$ cat config.mk
export PLATFORM = sky130hd
export DESIGN_NAME = histogram_scanner
export DESIGN_NICKNAME = d
export VERILOG_FILES = /design/src/rtl/hist_pkg.sv /design/src/rtl/hist_peak_tracker.sv /design/src/rtl/histogram_scanner.sv
export SDC_FILE = /design/constraint.sdc
export NUM_CORES = 1
export LEC_CHECK = 0
export BUFFER_PORTS_ARGS = -buffer_cell sky130_fd_sc_hd__buf_2
export CORE_ASPECT_RATIO = 1.4
export CORE_MARGIN = 2
export CORE_UTILIZATION = 45
export DETAILED_ROUTE_END_ITERATION = 12
export PLACE_DENSITY = 0.78
export SLEW_MARGIN = 40
export SYNTH_ARGS = -nofsm -noshare
export SYNTH_HDL_FRONTEND = slang
export SYNTH_SLANG_ARGS = --single-unit
$ cat constraint.sdc
create_clock -name CLK -period 2.45 [get_ports CLK]
set_clock_uncertainty 0.05 [all_clocks]
set_input_delay 0.49 -clock CLK [delete_from_list [all_inputs] [get_ports CLK]]
set_output_delay 0.49 -clock CLK [all_outputs]
set_load 0.05 [all_outputs]
$ cat src/rtl/hist_pkg.sv
// Shared types and defaults for the histogram scanner: address width helper,
// controller state encoding and default bin/latency parameters.
package hist_pkg;

   localparam int MAX_NUMBER_DEF = 127;
   localparam int SIZE_DEF       = 7;
   localparam int RD_LAT_DEF     = 2;

   // Address width needed to index bins 0..max_number.
   function automatic int addr_width(input int max_number);
      return (max_number < 2) ? 1 : $clog2(max_number);
   endfunction

   typedef enum logic [2:0] {
      IDLE  = 3'd0,
      CLEAR = 3'd1,
      SCAN  = 3'd2,
      DRAIN = 3'd3,
      DONE  = 3'd4
   } scan_state_t;

endpackage

$ cat src/rtl/hist_peak_tracker.sv
// Running peak (strictly-greater update, lowest bin wins ties) and total sum
// over the scan output beats; cleared by a start pulse.
module hist_peak_tracker #(
   parameter int AW   = 7,
   parameter int SIZE = 7
) (
   input  logic                 CLK,
   input  logic                 RST_N,
   input  logic                 start,
   input  logic                 valid,
   input  logic [AW-1:0]        bin,
   input  logic [SIZE-1:0]      count,
   output logic [AW-1:0]        peak_bin,
   output logic [SIZE-1:0]      peak_count,
   output logic [SIZE+AW-1:0]   total_count
);

   logic [AW-1:0]      peak_bin_q, peak_bin_d;
   logic [SIZE-1:0]    peak_count_q, peak_count_d;
   logic [SIZE+AW-1:0] total_q, total_d;

   always_comb begin
      peak_bin_d   = peak_bin_q;
      peak_count_d = peak_count_q;
      total_d      = total_q;
      if (start) begin
         peak_bin_d   = '0;
         peak_count_d = '0;
         total_d      = '0;
      end else if (valid) begin
         total_d = total_q + (SIZE+AW)'(count);
         if (count > peak_count_q) begin
            peak_bin_d   = bin;
            peak_count_d = count;
         end
      end
   end

   always_ff @(posedge CLK or negedge RST_N) begin
      if (!RST_N) begin
         peak_bin_q   <= '0;
         peak_count_q <= '0;
         total_q      <= '0;
      end else begin
         peak_bin_q   <= peak_bin_d;
         peak_count_q <= peak_count_d;
         total_q      <= total_d;
      end
   end

   assign peak_bin    = peak_bin_q;
   assign peak_count  = peak_count_q;
   assign total_count = total_q;

endmodule

$ cat src/rtl/histogram_scanner.sv
// Controller/readout around histogram_unit: accumulate, clear sweep and bin scan.
// Optional per-bin threshold filter on the output stream: HIST_SCAN_THRESH_EN.
module histogram_scanner
   import hist_pkg::*;
#(
   parameter int MAX_NUMBER = MAX_NUMBER_DEF,
   parameter int SIZE       = SIZE_DEF,
   parameter int RD_LAT     = RD_LAT_DEF,
   parameter int CLR_CYCLES = 1 << addr_width(MAX_NUMBER),
   localparam int AW        = addr_width(MAX_NUMBER)
) (
   input  logic                 CLK,
   input  logic                 RST_N,
   input  logic                 sample_valid,
   input  logic [AW-1:0]        sample_data,
   input  logic                 clear_req,
   input  logic                 scan_req,
`ifdef HIST_SCAN_THRESH_EN
   input  logic [SIZE-1:0]      thresh,
   output logic [AW:0]          above_cnt,
`endif
   output logic [AW-1:0]        d_in,
   output logic                 ena,
   output logic                 hist_clr,
   input  logic [SIZE-1:0]      mem_out,
   output logic                 busy,
   output logic                 out_valid,
   output logic [AW-1:0]        out_bin,
   output logic [SIZE-1:0]      out_count,
   output logic                 done,
   output logic [AW-1:0]        peak_bin,
   output logic [SIZE-1:0]      peak_count,
   output logic [SIZE+AW-1:0]   total_count
);

   localparam int CW = $clog2(CLR_CYCLES) + 1;
   localparam logic [AW-1:0] LAST_ADDR = '1;

   scan_state_t       state_q, state_d;
   logic [AW-1:0]     addr_q, addr_d;
   logic [CW-1:0]     clr_cnt_q, clr_cnt_d;
   logic [AW-1:0]     d_in_q, d_in_d;
   logic              ena_q, ena_d;
   logic              hist_clr_q, hist_clr_d;
   logic              issue_q, issue_d;
   logic [RD_LAT-1:0] pipe_vld_q;
   logic [AW-1:0]     pipe_bin_q [RD_LAT];
   logic              beat;
   logic [AW-1:0]     beat_bin;
   logic              pass;
   logic              scan_start;

   // State and sweep counters.
   always_ff @(posedge CLK or negedge RST_N) begin
      if (!RST_N) begin
         state_q   <= IDLE;
         addr_q    <= '0;
         clr_cnt_q <= '0;
      end else begin
         state_q   <= state_d;
         addr_q    <= addr_d;
         clr_cnt_q <= clr_cnt_d;
      end
   end

   // DRAIN ends on the beat carrying the last address, so DONE follows the final beat.
   always_comb begin
      state_d = state_q;
      case (state_q)
         IDLE:    if (clear_req) state_d = CLEAR;
                  else if (scan_req) state_d = SCAN;
         CLEAR:   if (clr_cnt_q == CW'(CLR_CYCLES - 1)) state_d = IDLE;
         SCAN:    if (addr_q == LAST_ADDR) state_d = DRAIN;
         DRAIN:   if (beat && (beat_bin == LAST_ADDR)) state_d = DONE;
         DONE:    state_d = IDLE;
         default: state_d = IDLE;
      endcase
   end

   // Unit-side drive; registered, so it lags the issuing state by one cycle.
   always_comb begin
      d_in_d     = d_in_q;
      ena_d      = 1'b0;
      hist_clr_d = 1'b0;
      issue_d    = 1'b0;
      addr_d     = addr_q;
      clr_cnt_d  = clr_cnt_q;
      case (state_q)
         IDLE: begin
            addr_d    = '0;
            clr_cnt_d = '0;
            if (!(clear_req || scan_req)) begin
               d_in_d = sample_data;
               ena_d  = sample_valid;
            end
         end
         CLEAR: begin
            hist_clr_d = 1'b1;
            d_in_d     = addr_q;
            addr_d     = addr_q + 1'b1;
            clr_cnt_d  = clr_cnt_q + 1'b1;
         end
         SCAN: begin
            d_in_d  = addr_q;
            issue_d = 1'b1;
            addr_d  = addr_q + 1'b1;
         end
         default: ;
      endcase
   end

   always_ff @(posedge CLK or negedge RST_N) begin
      if (!RST_N) begin
         d_in_q     <= '0;
         ena_q      <= 1'b0;
         hist_clr_q <= 1'b0;
         issue_q    <= 1'b0;
         for (int i = 0; i < RD_LAT; i++) begin
            pipe_vld_q[i] <= 1'b0;
            pipe_bin_q[i] <= '0;
         end
      end else begin
         d_in_q        <= d_in_d;
         ena_q         <= ena_d;
         hist_clr_q    <= hist_clr_d;
         issue_q       <= issue_d;
         pipe_vld_q[0] <= issue_q;
         pipe_bin_q[0] <= d_in_q;
         for (int i = 1; i < RD_LAT; i++) begin
            pipe_vld_q[i] <= pipe_vld_q[i-1];
            pipe_bin_q[i] <= pipe_bin_q[i-1];
         end
      end
   end

   assign beat       = pipe_vld_q[RD_LAT-1];
   assign beat_bin   = pipe_bin_q[RD_LAT-1];
   assign scan_start = (state_q == IDLE) && (state_d == SCAN);

`ifdef HIST_SCAN_THRESH_EN
   logic [AW:0] above_q;

   assign pass = (mem_out >= thresh);

   always_ff @(posedge CLK or negedge RST_N) begin
      if (!RST_N)          above_q <= '0;
      else if (scan_start) above_q <= '0;
      else if (out_valid)  above_q <= above_q + 1'b1;
   end

   assign above_cnt = above_q;
`else
   assign pass = 1'b1;
`endif

   assign d_in      = d_in_q;
   assign ena       = ena_q;
   assign hist_clr  = hist_clr_q;
   assign busy      = (state_q != IDLE);
   assign done      = (state_q == DONE);
   assign out_valid = beat && pass;
   assign out_bin   = out_valid ? beat_bin : '0;
   assign out_count = out_valid ? mem_out : '0;

   // Peak and total see every bin, independent of the threshold filter.
   hist_peak_tracker #(
      .AW   (AW),
      .SIZE (SIZE)
   ) u_peak (
      .CLK         (CLK),
      .RST_N       (RST_N),
      .start       (scan_start),
      .valid       (beat),
      .bin         (beat_bin),
      .count       (mem_out),
      .peak_bin    (peak_bin),
      .peak_count  (peak_count),
      .total_count (total_count)
   );

endmodule

==> results of run 1 <==
[power breakdown]
part           total (mW)  switching [mW]  internal (mW)
Clock                1.27           0.465          0.809
Sequential           1.74           0.251           1.49
Combinational        2.36            1.64          0.719
[flip-flops by register name, indices dropped and copies added, names as in the netlist]
signal and flops:
u_peak.total_count 14, pipe_vld_q 2, clr_cnt_q 8, ena 1
u_peak.peak_bin 7, state_q 3, pipe_bin_q 7, addr_q 7
beat_bin 7, issue_q 1, d_in 7, u_peak.peak_count 7
hist_clr 1
[placed cells by master (no fill, tap or decap), types with 3 or more instances in the layout]
cell type	count
sky130_fd_sc_hd__a211oi_1	4
sky130_fd_sc_hd__nand3_1	10
sky130_fd_sc_hd__xnor2_1	3
sky130_fd_sc_hd__nand2b_1	4
sky130_fd_sc_hd__a211o_1	4
sky130_fd_sc_hd__or4_1	8
sky130_fd_sc_hd__and3_1	4
sky130_fd_sc_hd__clkbuf_16	9
sky130_fd_sc_hd__buf_4	12
sky130_fd_sc_hd__nor2_1	17
sky130_fd_sc_hd__a21o_1	4
sky130_fd_sc_hd__a22o_1	4
sky130_fd_sc_hd__mux2i_1	22
sky130_fd_sc_hd__o31ai_1	8
sky130_fd_sc_hd__nand2_1	51
sky130_fd_sc_hd__o21a_1	4
sky130_fd_sc_hd__nor3b_1	3
sky130_fd_sc_hd__nand4_1	7
sky130_fd_sc_hd__o22ai_1	5
sky130_fd_sc_hd__nand3b_1	4
sky130_fd_sc_hd__ha_1	16
sky130_fd_sc_hd__inv_1	19
sky130_fd_sc_hd__o21ai_0	8
sky130_fd_sc_hd__a21oi_1	21
sky130_fd_sc_hd__dfrtp_1	72
sky130_fd_sc_hd__buf_2	72
sky130_fd_sc_hd__and2_1	15
sky130_fd_sc_hd__nor2b_1	3
[final cells by class]
class,instances,area share
multi-input cells,256,0.386
well taps,102,0.0282
inverters,20,0.0166
clock buffers,12,0.0546
clock inverters,3,0.00942
flip-flops and latches,72,0.399
repair buffers,86,0.106
[per-stage QoR]
stage          worst slack [ps]  cells  instance area, um2  power [mW]  hold slack (ps)
2_1_floorplan              3.67    364                3690        3.52              144
3_3_place_gp               98.3    535                4220        4.05              282
3_5_place_dp               45.3    535                4220        4.12              285
4_1_cts                     104    551                4510        5.40              298
5_1_grt                    76.6    551                4520        5.67              299
6_report                    183    551                4520        5.37              295
[logic make-up after synthesis]
| family | after synthesis |
|---|---|
| AOI/OAI and AO/OA | 74 |
| xor gates and xnor gates | 4 |
| adders and majority gates | 17 |
| buffers and inverters | 36 |
| DFF | 72 |
| muxes | 24 |
| and+or+nand+nor | 137 |
[per-layer routing]
metal | share of wire | GRT usage | vias to the layer above
li1 | - | - | 1465
met1 | 0.42 | 0.244 | 1482
met2 | 0.52 | 0.356 | 83
met3 | 0.050 | 0.0366 | 10
met4 | 0.012 | 0.0588 | 0
met5 | 0 | 0 | -
[worst paths after layout]
kind                                  startpoint                      to  slack, ps  cells after the start
min reg2reg                        pipe_vld_q[0]           pipe_vld_q[1]        300                      0
min                                pipe_vld_q[0]           pipe_vld_q[1]        300                      0
max reg2reg                u_peak.total_count[0]  u_peak.total_count[10]        270                      7
max                                   state_q[1]                    busy        180                      4
max in group asynchronous                  RST_N               addr_q[0]       1160                      3
min in group asynchronous                  RST_N    u_peak.peak_count[3]        510                      2
[worst max-delay path: stages, from the launching register on]
cell and delay, ps:
sky130_fd_sc_hd__dfrtp_1 440, sky130_fd_sc_hd__or2_2 430, sky130_fd_sc_hd__nor2_2 180, sky130_fd_sc_hd__inv_1 130
sky130_fd_sc_hd__buf_2 230
[what timing repair did]
action                     in CTS  in global routing
hold endpoints to repair        6                  0
setup endpoints to repair       0                  1
hold buffers                    1                  0
resized for setup               0                  1
==> reports/results.md, run 1 <==
| Group | Metric | Reported |
|---|---|---|
| final layout | # fillers | 688 |
| global routing | GRT Resource Usage Total | 0.201 |
| floorplan | Die area | 8950 um2 |
| synthesis | Register bit count reported by yosys | 72 |
| floorplan | Area of the core region | 8050 um2 |
| global routing | Vias in the first global route | 2983 |
| synthesis | Syn nets | 400 |
| synthesis | Dominant combinational cell family by area after synthesis | simple AND/OR/NAND/NOR gates |
| synthesis | Proportion of synthesized area in mux cells | 0.0658 |
| clock tree | Clock tree from TritonCTS | yes |
| global routing | Number of antenna violations at the first check in global routing | 0 |
| global routing | Largest net degree at the start of global routing | 34 |
| sta | Transition at the pin with the smallest max-transition slack | 520 ps |
| flow run | Maxcap violations | 0 |
| synthesis | Main area contributors after synthesis | sky130_fd_sc_hd__dfrtp_1 49%, sky130_fd_sc_hd__mux2i_1 6.0%, sky130_fd_sc_hd__ha_1 5.4% |
| synthesis | Fraction of the mapped netlist area in simple logic gates | 0.191 |
| clock tree | Clock latency on the worst-skew pair | 320 ps |
| power | Leakage power | 2.26 nW |
| power | Power density over the cells | 1190 nW/um2 |
| synthesis | Syn Area/Cell | 10.1 um2 |
| floorplan | Number of top-level pins | 73 |
| sta | Setup_tns | 0 ps |
| detailed routing | Number of vias after detailed routing | 3040 |
| final layout | Synthesis-to-finish area growth | 22.4% |
| synthesis | Post-Synthesis Cells | 364 |
| critical path | Worst EP arrival | 1730 ps |
| final layout | Share of the core filled with cells | 0.561 |
| final layout | Area taken by flip-flops and latches | 1800 um2 |
| final layout | Multi-input logic area | 1740 um2 |
| final layout | Number of nets in the layout | 481 |
| critical path | Critical Path RT | 1910 ps |
| synthesis | Share of synthesized flip-flops with an asynchronous set or reset | 1.00 |
| global routing | Remaining global-route overflow | 0 |
| synthesis | Cell area after synthesis | 3690 um2 |
| detailed routing | DR vias/cell | 5.52 |
| detailed routing | Routed wire length | 8540 um |
| clock tree | Number of levels in the clock H-tree | 3 |
| detailed routing | Violation count after the first detailed-route iteration | 146 |
| synthesis | Complex-gate fraction of the synthesized area | 0.146 |
| synthesis | Synth cell count leaders | 72 x sky130_fd_sc_hd__dfrtp_1, 51 x sky130_fd_sc_hd__nand2_1, 22 x sky130_fd_sc_hd__mux2i_1 |
| synthesis | Synth Flop Type | sky130_fd_sc_hd__dfrtp_1 |
| sta | Worst max-slew margin expressed relative to the limit | 0.650 |
| floorplan | Initial standard-cell utilization of the core | 0.458 |
| detailed routing | Total DRC errors in the routed layout | 0 |
| floorplan | FP Rows | 39 |
| floorplan | Die extent in y | 111 um |
| placed design | DP Wirelength | 6300 um |
| sta | Setup repair after global routing missed its margin | false |
| critical path | CP Launch Type | flop |
| clock tree | Inserted Clock Buffers | 9 |
| outcome | Status | complete, no violations |
| critical path | Critical-path maximum fanout | 10 |
| synthesis | Number of enable-type register cells in the synthesized netlist | 0 |
| sta | Count of final setup violators | 0 |
| clock tree | CTS root buffer | sky130_fd_sc_hd__clkbuf_16 |
| synthesis | Share of the yosys chip area belonging to registers | 0.488 |
| placed design | # port buffers | 72 |
| sta | Achievable frequency | 441 MHz |
| synthesis | Warnings, synthesis | 0 |
| power | Worst IR Drop VDD | 0.692 mV |
| clock tree | Clock transition time at the flip-flop clock pins of the worst setup and hold paths | 50 ps |
| floorplan | Width of the die | 80.5 um |
| synthesis | Synth cell types | 51 |
| synthesis | Area share of the leading cell type in the synthesized netlist | 0.488 |
| clock tree | Post-CTS setup buffer count | 0 |
| detailed routing | Routed wirelength normalized by instance count | 15.5 um |
| synthesis | XOR/XNOR Fraction of Synth Area | 0.00949 |
| detailed routing | Post-DRT Antenna Nets | 0 |
| synthesis | Adder-cell share of the synthesized area | 0.0597 |
| critical path | Class of the most critical setup path | flop to output port |
| final layout | # diodes | 0 |
| placed design | GPL Wtd Cong | 0.824 |
| sta | Count of endpoints failing hold in the final timing report | 0 |
| hold path | Kind of path behind the tightest hold check | flop to flop |
| detailed routing | Number of detailed-routing iterations run before antenna repair | 4 |
| sta | Shortest period the worst path allows | 2270 ps |
| final layout | Ratio of cells with drive above 1 in the final layout | 0.247 |
| synthesis | Most numerous cell in the Yosys netlist | sky130_fd_sc_hd__dfrtp_1 |
| critical path | Type of element capturing the critical path | output port |
| synthesis | Cell taking the most area after synthesis | sky130_fd_sc_hd__dfrtp_1 |
| clock tree | Sink count of the clock tree | 72 |
| clock tree | Maximum clock insertion buffer count | 2 |
| sta | Number of max-slew violations in the final report | 0 |
| sta | Tcrit/Tclk final | 0.925 |
| global routing | Global-route wire length before repair | 14100 um |
(Power assumes the default switching activity.)
==> run 2, diff against run 1 <==
--- a/config.mk
+++ b/config.mk
@@ -10,7 +10,7 @@
 export CORE_MARGIN = 2
 export CORE_UTILIZATION = 45
 export DETAILED_ROUTE_END_ITERATION = 12
-export PLACE_DENSITY = 0.78
+export PLACE_DENSITY = 0.81
 export SLEW_MARGIN = 40
 export SYNTH_ARGS = -nofsm -noshare
 export SYNTH_HDL_FRONTEND = slang
==> constraint.sdc (replaced) <==
create_clock -name CLK -period 1.8 [get_ports CLK]
set_clock_uncertainty 0.05 [all_clocks]
set_input_delay 0.36 -clock CLK [delete_from_list [all_inputs] [get_ports CLK]]
set_output_delay 0.36 -clock CLK [all_outputs]
set_load 0.05 [all_outputs]
==> reports/results.md, run 2 (synthesized netlist as in run 1, its figures left out) <==
| Group | Metric | Reported |
|---|---|---|
| placed design | DP Wirelength | 6800 um |
| detailed routing | Total DRC errors in the routed layout | 0 |
| power | Post-layout total power | 8.58 mW |
| global routing | Met3 Resource Use GR | 0.0562 |
| floorplan | Die area | 8950 um2 |
| global routing | GRT Resource Usage Total | 0.224 |
| floorplan | Initial standard-cell utilization of the core | 0.458 |
| sta | Setup_tns | -2320 ps |
| final layout | Share of the core filled with cells | 0.658 |
| sta | Transition at the pin with the smallest max-transition slack | 416 ps |
| final layout | Summed area of non-filler cells in the final layout | 5300 um2 |
| detailed routing | Routed wirelength normalized by instance count | 16.7 um |
| final layout | Synthesis-to-finish area growth | 43.5% |
| critical path | Type of element capturing the critical path | flop |
| sta | Setup repair after global routing missed its margin | true |
| final layout | # diodes | 0 |
| detailed routing | Post-DRT Antenna Nets | 0 |
| global routing | Busiest layer in global routing | met2 |
| clock tree | Clock tree from TritonCTS | yes |
| detailed routing | Routed wire length | 9870 um |
| detailed routing | Number of vias after detailed routing | 3232 |
| critical path | Class of the most critical setup path | flop to flop |
| sta | Shortest period the worst path allows | 2070 ps |
| sta | Hold WS | -12.6 ps |
| power | Power density over the cells | 1620 nW/um2 |
| critical path | Critical-path maximum fanout | 8 |
| sta | Achievable frequency | 482 MHz |
| sta | Minimum setup slack in the final design | -273 ps |
| critical path | Reg2reg path depth | 8 |
| critical path | CP Launch Type | flop |
| outcome | Status | finished, violations left |
| final layout | Number of nets in the layout | 522 |
| floorplan | Width of the die | 80.5 um |
| detailed routing | DR vias/cell | 5.46 |
| global routing | Vias in the first global route | 3292 |
| floorplan | Die extent in y | 111 um |
| global routing | Remaining global-route overflow | 0 |
| floorplan | Number of top-level pins | 73 |
| final layout | Largest register FFs | 14 |
| flow run | Maxcap violations | 0 |
| power | Sequential share of power | 0.281 |
| floorplan | FP Rows | 39 |
| power | Internal power consumption | 4.97 mW |
| sta | Number of max-slew violations in the final report | 0 |
| power | Reported net switching power | 3.61 mW |
| global routing | Global-route wire length before repair | 15700 um |
| sta | Count of final setup violators | 10 |
| placed design | # port buffers | 72 |
| clock tree | Maximum clock insertion buffer count | 2 |
| clock tree | Inserted Clock Buffers | 9 |
| global routing | Routing usage on met2 | 0.397 |
| placed design | Placed cell area | 4670 um2 |
| hold path | Kind of path behind the tightest hold check | input pin to asynchronous set/reset pin |
| critical path | Critical Path RT | 1960 ps |
| global routing | Number of antenna violations at the first check in global routing | 0 |
| final layout | Commonest non-fill, non-tap cells in the layout | 59 x sky130_fd_sc_hd__buf_4, 56 x sky130_fd_sc_hd__dfrtp_1, 56 x sky130_fd_sc_hd__buf_2 |
| sta | Tcrit/Tclk final | 1.15 |
| global routing | Largest net degree at the start of global routing | 73 |
| clock tree | Sink count of the clock tree | 72 |
| clock tree | CTS root buffer | sky130_fd_sc_hd__clkbuf_16 |
| power | Portion of total power attributed to combinational logic | 0.484 |
| detailed routing | Violation count after the first detailed-route iteration | 202 |
| sta | Worst max-slew margin expressed relative to the limit | 0.722 |
| placed design | GPL Wtd Cong | 0.809 |
| power | Worst IR Drop VDD | 0.959 mV |
| detailed routing | Number of detailed-routing iterations run before antenna repair | 4 |
| clock tree | Clock latency on the worst-skew pair | 320 ps |
| global routing | GRT met1 Usage | 0.261 |
| sta | Count of endpoints failing hold in the final timing report | 7 |
| floorplan | Area of the core region | 8050 um2 |
| outcome | Failing checks | negative hold slack, negative setup slack |
| power | Share of total power in the clock network | 0.235 |
| critical path | Worst EP arrival | 2230 ps |
| final layout | # fillers | 621 |
| final layout | Ratio of cells with drive above 1 in the final layout | 0.441 |
| clock tree | Number of levels in the clock H-tree | 3 |
| power | Switch share | 0.421 |
| clock tree | Clock transition time at the flip-flop clock pins of the worst setup and hold paths | 60 ps |
| final layout | Most common cell after layout, fill and taps aside | sky130_fd_sc_hd__buf_4 |
| power | Leakage power | 2.55 nW |
## run 2: cell count changes in the layout (fill, tap and decap cells not counted), sizes merged
| cell | change |
|---|---|
| clkbuf | -2 |
| dlygate4sd3 | -1 |
| bufinv | +2 |
| clkinv | +1 |
| buf | +41 |
## run 2: final timing paths
path                                    endpoint             startpoint  slack [ps]
max                        u_peak.total_count[7]  u_peak.total_count[0]        -270
max in group asynchronous  u_peak.total_count[2]                  RST_N        1340
min                                      d_in[5]                  RST_N         -10
min in group CLK                             ena           sample_valid         190
min reg2reg                          beat_bin[6]         pipe_bin_q[13]         300
max reg2reg                u_peak.total_count[7]  u_peak.total_count[0]        -270
## run 2: routing by layer
layer / vias to the layer above / wire length, um / part of all wire
met5: - / 0 / 0
met4: 0 / 130 / 0.013
met3: 15 / 467 / 0.047
met2: 79 / 5300 / 0.54
met1: 1600 / 3970 / 0.40
li1: 1538 / - / -
## run 2: cell type report
cell class	instances	area, um2	area share
inverters	20	78.8	0.0149
multi-input cells	256	2040	0.384
flip-flops and latches	72	1820	0.344
repair buffers	127	898	0.170
clock buffers	9	225	0.0425
well taps	102	128	0.0241
clock inverters	6	109	0.0206
## run 2: through the flow
stage / worst slack, ps / std cells
floorplan: -451 / 364
global placement: -376 / 569
detailed placement: -456 / 569
CTS: -297 / 587
global route: -374 / 592
finish: -273 / 592
## run 2: timing repair
item,CTS,global route
pin swaps,9,14
setup endpoints to repair,33,16
cloned,0,1
hold buffers,0,0
setup buffers,4,7
gates resized for setup,27,28
## run 2: power groups by stage
stage	combinational [mW]	clock, mW	sequential, mW
3_5_place_dp	3.79	0	2.43
5_1_grt	4.43	2.10	2.46
3_3_place_gp	3.69	0	2.40
6_report	4.16	2.01	2.41
4_1_cts	3.92	2.03	2.41
2_1_floorplan	1.61	0	3.45
## run 2: critical path: stages (launching register included)
cell	delay, ps
sky130_fd_sc_hd__dfrtp_2	420
sky130_fd_sc_hd__ha_4	170
sky130_fd_sc_hd__buf_4	130
sky130_fd_sc_hd__buf_6	110
sky130_fd_sc_hd__a211o_4	340
sky130_fd_sc_hd__a2111oi_4	360
sky130_fd_sc_hd__buf_6	190
sky130_fd_sc_hd__or4_4	140
sky130_fd_sc_hd__a21oi_2	50
